File: config.mk
export PLATFORM = sky130hd
export DESIGN_NAME = inst_fetch_flat
export DESIGN_NICKNAME = d
export VERILOG_FILES = /design/src/rtl/inst_fetch_pkg.sv /design/src/rtl/inst_fetch_if.sv /design/src/rtl/inst_fetch_if_id_reg.sv /design/src/rtl/inst_fetch.sv /design/src/flat_wrapper.sv
export SDC_FILE = /design/constraint.sdc
export NUM_CORES = 1
export LEC_CHECK = 0
export BUFFER_PORTS_ARGS = -buffer_cell sky130_fd_sc_hd__clkbuf_2
export CORE_MARGIN = 10
export CORE_UTILIZATION = 25
export CTS_BUF_LIST = sky130_fd_sc_hd__clkbuf_8
export DETAILED_ROUTE_END_ITERATION = 12
export SETUP_SLACK_MARGIN = 0.02
export SLEW_MARGIN = 20
export SYNTH_ARGS = -nofsm -noshare
export SYNTH_HDL_FRONTEND = slang
export SYNTH_HIERARCHICAL = 1
export SYNTH_SLANG_ARGS = --single-unit
File: constraint.sdc
create_clock -name clk -period 4.75 [get_ports clk]
set_input_delay 0 -clock clk [delete_from_list [all_inputs] [get_ports clk]]
set_output_delay 0 -clock clk [all_outputs]
set_load 0.005 [all_outputs]
File: src/rtl/inst_fetch_pkg.sv
// Shared MIPS32 fetch definitions: reset PC default, nop encoding,
// fetch FSM state encoding and a word-alignment helper.
package mips_pkg;

    localparam logic [31:0] RESET_PC_DEFAULT = 32'h0000_0000;
    localparam logic [31:0] NOP_INST         = 32'h0000_0000;

    localparam logic [1:0] ST_BOOT = 2'd0;
    localparam logic [1:0] ST_RUN  = 2'd1;
    localparam logic [1:0] ST_HALT = 2'd2;

    // Redirect targets are always word addresses.
    function automatic logic [31:0] word_align(input logic [31:0] a);
        return a & 32'hFFFF_FFFC;
    endfunction

endpackage

File: src/rtl/inst_fetch_if.sv
// Instruction ROM port.
//   imem_addr : fetch word address (driven by the fetch stage)
//   imem_inst : instruction returned combinationally for imem_addr
interface inst_fetch_if;
    logic [31:0] imem_addr;
    logic [31:0] imem_inst;

    modport master (output imem_addr, input imem_inst);
    modport slave  (input imem_addr, output imem_inst);
endinterface

File: src/rtl/inst_fetch_if_id_reg.sv
// IF/ID pipeline register.
//   load_i   : capture {valid=1, inst_i, pc_i, pc4_i}
//   bubble_i : capture an all-zero invalid entry (wins over load_i)
//   neither  : hold
// Async active-low clear to the bubble value.
module if_id_reg
    import mips_pkg::*;
(
    input  logic        clk,
    input  logic        rst_n,
    input  logic        load_i,
    input  logic        bubble_i,
    input  logic [31:0] inst_i,
    input  logic [31:0] pc_i,
    input  logic [31:0] pc4_i,
    output logic        valid_o,
    output logic [31:0] inst_o,
    output logic [31:0] pc_o,
    output logic [31:0] pc4_o
);

    logic        valid_q;
    logic [31:0] inst_q;
    logic [31:0] pc_q;
    logic [31:0] pc4_q;

    always_ff @(posedge clk or negedge rst_n) begin
        if (!rst_n) begin
            valid_q <= 1'b0;
            inst_q  <= NOP_INST;
            pc_q    <= 32'h0;
            pc4_q   <= 32'h0;
        end else if (bubble_i) begin
            valid_q <= 1'b0;
            inst_q  <= NOP_INST;
            pc_q    <= 32'h0;
            pc4_q   <= 32'h0;
        end else if (load_i) begin
            valid_q <= 1'b1;
            inst_q  <= inst_i;
            pc_q    <= pc_i;
            pc4_q   <= pc4_i;
        end
    end

    assign valid_o = valid_q;
    assign inst_o  = inst_q;
    assign pc_o    = pc_q;
    assign pc4_o   = pc4_q;

endmodule

File: src/rtl/inst_fetch.sv
// MIPS32 instruction-fetch stage: owns the PC, drives the ROM address,
// fills IF/ID, applies stall/flush/branch/jump and halts on jump-to-self.
//   clk, rst_n          : clock, async active-low reset
//   imem                : ROM port (master side)
//   stall, flush        : hazard-unit controls
//   branch_taken/target : EX redirect (highest priority)
//   jump/jump_target    : ID redirect, ignored while stalled
//   ifid_*              : IF/ID register contents
//   halted              : fetch stopped on jump-to-self
//   inst_count          : valid instructions loaded into IF/ID
//
// state | meaning
// BOOT  | one cycle after reset, PC held at RESET_PC, IF/ID invalid
// RUN   | normal fetch with redirect/stall/flush handling
// HALT  | jump-to-self seen; everything frozen until reset
module inst_fetch
    import mips_pkg::*;
#(
    parameter logic [31:0] RESET_PC = RESET_PC_DEFAULT
) (
    input  logic               clk,
    input  logic               rst_n,
    inst_fetch_if.master       imem,
    input  logic               stall,
    input  logic               flush,
    input  logic               branch_taken,
    input  logic [31:0]        branch_target,
    input  logic               jump,
    input  logic [31:0]        jump_target,
    output logic               ifid_valid,
    output logic [31:0]        ifid_inst,
    output logic [31:0]        ifid_pc,
    output logic [31:0]        ifid_pc4,
    output logic               halted,
    output logic [31:0]        inst_count
);

    logic [1:0]  state_q, state_d;
    logic [31:0] pc_q, pc_d;
    logic [31:0] count_q, count_d;
    logic [31:0] pc_plus4;
    logic        load;
    logic        bubble;
    logic        halt_hit;

    assign pc_plus4 = pc_q + 32'd4;

    // Branch and stall are already excluded by the priority chain below.
    assign halt_hit = ifid_valid && (jump_target[31:2] == ifid_pc[31:2]);

    always_comb begin
        state_d = state_q;
        pc_d    = pc_q;
        load    = 1'b0;
        bubble  = 1'b0;
        case (state_q)
            ST_BOOT: begin
                state_d = ST_RUN;
                bubble  = 1'b1;
            end
            ST_RUN: begin
                if (branch_taken) begin
                    pc_d   = word_align(branch_target);
                    bubble = 1'b1;
                end else if (jump && !stall) begin
                    pc_d   = word_align(jump_target);
                    bubble = 1'b1;
                    if (halt_hit) state_d = ST_HALT;
                end else if (stall) begin
                    // hold PC and IF/ID
                end else if (flush) begin
                    pc_d   = pc_plus4;
                    bubble = 1'b1;
                end else begin
                    pc_d = pc_plus4;
                    load = 1'b1;
                end
            end
            ST_HALT: begin
                bubble = 1'b1;
            end
            default: begin
                state_d = ST_BOOT;
                bubble  = 1'b1;
            end
        endcase
    end

    assign count_d = count_q + {31'b0, load};

    always_ff @(posedge clk or negedge rst_n) begin
        if (!rst_n) begin
            state_q <= ST_BOOT;
            pc_q    <= RESET_PC;
            count_q <= 32'h0;
        end else begin
            state_q <= state_d;
            pc_q    <= pc_d;
            count_q <= count_d;
        end
    end

    if_id_reg u_if_id_reg (
        .clk      (clk),
        .rst_n    (rst_n),
        .load_i   (load),
        .bubble_i (bubble),
        .inst_i   (imem.imem_inst),
        .pc_i     (pc_q),
        .pc4_i    (pc_plus4),
        .valid_o  (ifid_valid),
        .inst_o   (ifid_inst),
        .pc_o     (ifid_pc),
        .pc4_o    (ifid_pc4)
    );

    assign imem.imem_addr = pc_q;
    assign halted         = (state_q == ST_HALT);
    assign inst_count     = count_q;

endmodule
File: src/flat_wrapper.sv
// flat-port wrapper written by rule: the top's interface ports become plain ports
module inst_fetch_flat import mips_pkg::*;
#(
    parameter logic [31:0] RESET_PC = RESET_PC_DEFAULT
)
  (clk, rst_n, stall, flush, branch_taken, branch_target, jump, jump_target, ifid_valid, ifid_inst, ifid_pc, ifid_pc4, halted, inst_count, imem_imem_addr, imem_imem_inst);
  inst_fetch_if imem_i ();
  input  logic clk;
  input  logic rst_n;
  input  logic stall;
  input  logic flush;
  input  logic branch_taken;
  input  logic [31:0] branch_target;
  input  logic jump;
  input  logic [31:0] jump_target;
  output logic ifid_valid;
  output logic [31:0] ifid_inst;
  output logic [31:0] ifid_pc;
  output logic [31:0] ifid_pc4;
  output logic halted;
  output logic [31:0] inst_count;
  output wire logic [$bits(imem_i.imem_addr)-1:0] imem_imem_addr;
  input wire logic [$bits(imem_i.imem_inst)-1:0] imem_imem_inst;
  assign imem_imem_addr = imem_i.imem_addr;
  assign imem_i.imem_inst = imem_imem_inst;
  inst_fetch #(.RESET_PC(RESET_PC)) u_core (.clk(clk), .rst_n(rst_n), .imem(imem_i), .stall(stall), .flush(flush), .branch_taken(branch_taken), .branch_target(branch_target), .jump(jump), .jump_target(jump_target), .ifid_valid(ifid_valid), .ifid_inst(ifid_inst), .ifid_pc(ifid_pc), .ifid_pc4(ifid_pc4), .halted(halted), .inst_count(inst_count));
endmodule
==> flow_summary.ini <==
[outcome]
status = complete, no violations

[floorplanning]
die_x_um = 200.3
dieArea_mm2 = 0.04011
start_util_pct = 25.55
core_area_mm2 = 0.03180
num_rows = 65
ios = 264
die_height_um = 200.3

[clocking]
cts_sinks = 161
cts_made_buffers = 17
cts_tree = done
clock_latency_ns = 0.49
h-tree-depth = 4
cts_buffer_depth = 2
cts.reportedPaths.clkPinSlew_ns = 0.10
root_buffer = clkbuf_8

[finish]
areaGrowthSynthToFinish_pct = 37.88
stdcell_area_mm2 = 0.01120
nNetsFinal = 1230
layout-drive-gt1-share_pct = 27.70
fin_util_pct = 35.23
regArea_mm2 = 0.004029
multi_input_area_mm2 = 0.003854
fill_cells = 3193

[logic_synthesis]
ys_seq_area_share_pct = 49.58
syn_area_mm2 = 0.008125
synthDominantCellAreaShare_pct = 49.58
synth_warnings = 6
synth.most_common_cell = dfrtp_1
ys_seq_elements = 161
syn_area_per_cell_um2 = 10.42
synth_common_cells = 161 x dfrtp_1, 136 x nor2_1, 97 x mux2i_1
synth.area.top_cells = dfrtp_1 50%, mux2i_1 12%, xnor2_1 7.0%
synth_cell_type_count = 55
synth_enable_flop_cells = 0
synth_ff_type = dfrtp_1
yosysTopAreaCell = dfrtp_1
netlist_instances = 780
ys_async_sr_fraction_pct = 100.0

[critical_path]
required_ns = 5.17
crit_path_start_kind = flip-flop
path_cells = ha_1 > nand3_2 > nor4_4 > nand2_1 > a21oi_1 > a2bb2oi_1 > dlygate4sd3_1
arrival_ns = 3.40
cp_max_fo = 8
path_class = flip-flop to flip-flop
cp-end-kind = flip-flop
crit_slowest_cell = nor4_4
worst_path_largest_cell_delay_ns = 0.77

[power_and_ir_drop]
p_total_w = 0.003102
p_per_area_mw_per_mm2 = 276.9
ir_drop_v = 0.0001782
p_leak_nw = 5.050

[global_routing]
grt_usage_pct = 15.40
first_global_vias = 7727
grt_pass1_wl_mm = 48.13
grt-ovfl-total = 0
grt_max_degree = 82
antenna_found_initial = 5

[drt]
viasPerCell = 4.651
num_vias = 7330
drc = 0
wl_mm = 31.18
drtIter0Drc = 388
ant_nets = 0
wl_per_cell_um = 19.79
dr.pass1.iters = 7

[sta]
finalCritPeriodShare_pct = 62.69
max_clock_freq_mhz = 335.8
holdWs_ns = 0.05755
finalHoldViolCount = 0
period_minus_slack_ns = 2.978
drv_slew = 0
relSlewSlack_pct = 31.41
grt_setup_unrepaired = no
setup-tns-final_ns = 0
fin_worst_skew_ns = 0.01214
setup_viol = 0
tightest_slew_ns = 1.025

[hold_path]
hold_class = primary input to flip-flop

[run]
maxCapViolCount = 0

[placement]
placed_area_mm2 = 0.009848
gp_congestion = 0.7872
dp_hpwl_mm = 22.62
portBuffers = 257
==> final cells by class <==
type                            count  area share [%]
Sequential cell                   161           35.96
Multi-Input combinational cell    572           34.40
Timing Repair Buffer              363           20.87
Tap cell                          435           4.858
Clock buffer                       17           2.088
Clock inverter                     15           1.430
Inverter                            9          0.3015
Antenna cell                        4         0.08935
==> metrics by stage <==
step / worst slack [ns] / instances
after floorplan: 2.591 / 785
after detailed placement: 1.870 / 1445
after CTS: 1.789 / 1572
after global routing: 1.594 / 1572
after global placement: 1.931 / 1445
final: 1.772 / 1576
==> state kept, by name, indices dropped and copies added (netlist names) <==
| name | count |
|---|---|
| u_core/u_if_id_reg/pc_o | 32 |
| u_core/state_q | 2 |
| u_core/inst_count | 32 |
| u_core/u_if_id_reg/pc4_o | 32 |
| u_core/u_if_id_reg/valid_o | 1 |
| u_core/u_if_id_reg/inst_o | 32 |
| u_core/imem.imem_addr | 30 |
==> critical path, delay by kind of cell (launching register included) <==
family | cells | cell delay, ns
and+or+nand+nor | 3 | 1.22
buffers and inverters | 1 | 0.55
DFF | 1 | 0.52
AOI/OAI and AO/OA | 2 | 0.34
adders and majority gates | 1 | 0.27
==> worst paths after layout <==
path	start	endpoint	slack [ns]	depth (start not counted)
max	u_core/imem.imem_addr[3]$_DFFE_PN0P_	u_core/imem.imem_addr[24]$_DFFE_PN0P_	1.77	7
min	jump_target[24]	u_core/state_q[0]$_DFFE_PN0P_	0.06	6
max reg2reg	u_core/imem.imem_addr[3]$_DFFE_PN0P_	u_core/imem.imem_addr[24]$_DFFE_PN0P_	1.77	7
min reg2reg	u_core/state_q[1]$_DFFE_PN0P_	u_core/state_q[0]$_DFFE_PN0P_	0.46	1
max in group asynchronous	rst_n	u_core/u_if_id_reg/inst_o[7]$_DFFE_PN0P_	3.71	3
min in group asynchronous	rst_n	u_core/u_if_id_reg/pc4_o[17]$_DFFE_PN0P_	0.11	2
==> layout by cell type (no fill, tap or decap), drive strengths merged, types with 3 or more instances in the layout <==
cell | Yosys | routed
o31ai | 6 | 6
nor2 | 136 | 136
a21oi | 25 | 25
nor4 | 7 | 7
dlygate4sd3 | 0 | 95
nand4 | 24 | 24
a2bb2oi | 5 | 5
buf | 20 | 12
a211oi | 3 | 3
inv | 9 | 19
conb | 1 | 6
dfrtp | 161 | 161
nand3 | 24 | 24
o31a | 4 | 4
a22oi | 6 | 6
and2 | 3 | 3
or3 | 3 | 3
xnor2 | 65 | 65
o21ai | 22 | 22
nor2b | 4 | 4
clkbuf | 23 | 273
diode | 0 | 4
a222oi | 4 | 4
and3 | 6 | 6
clkinvlp | 0 | 4
and4 | 8 | 8
o22ai | 10 | 10
a221oi | 3 | 3
nor3 | 10 | 10
o2bb2ai | 5 | 5
ha | 4 | 4
mux2i | 97 | 97
nand2 | 42 | 42
xor2 | 22 | 22
==> report_power, final <==
group	internal [W]	leakage (nW)	switching [W]
clock	0.000439	0.190	0.000607
sequential	0.00143	2.17	0.000115
combinational	0.000247	2.69	0.000266
==> layer usage <==
layer	vias up	wire length [um]	share of wire [%]	track usage, %
met5	-	10	0.032	0
met4	2	616	2.0	4.571
met3	33	2526	8.1	5.496
met2	287	14170	45	24.18
met1	3586	13860	44	19.43
li1	3422	-	-	-
==> cells by family (layout without fill, tap and decap cells) <==
family / after synthesis / in the layout / synth area share [%]
fa+ha+maj: 4 / 4 / 0.6160
compound gates: 107 / 107 / 8.777
other cells: 1 / 10 / 0.04615
flops: 161 / 161 / 49.58
xor+xnor: 87 / 87 / 9.378
simple gates: 271 / 271 / 16.18
buf+inv: 52 / 404 / 3.465
mux: 97 / 97 / 11.95
==> what timing repair did <==
| item | CTS | global route |
|---|---|---|
| hold endpoints to repair | 143 | 0 |
| setup buffers | 0 | 0 |
| hold buffers | 95 | 0 |
| resized for setup | 0 | 0 |
Power figures use the tool's default switching activity.
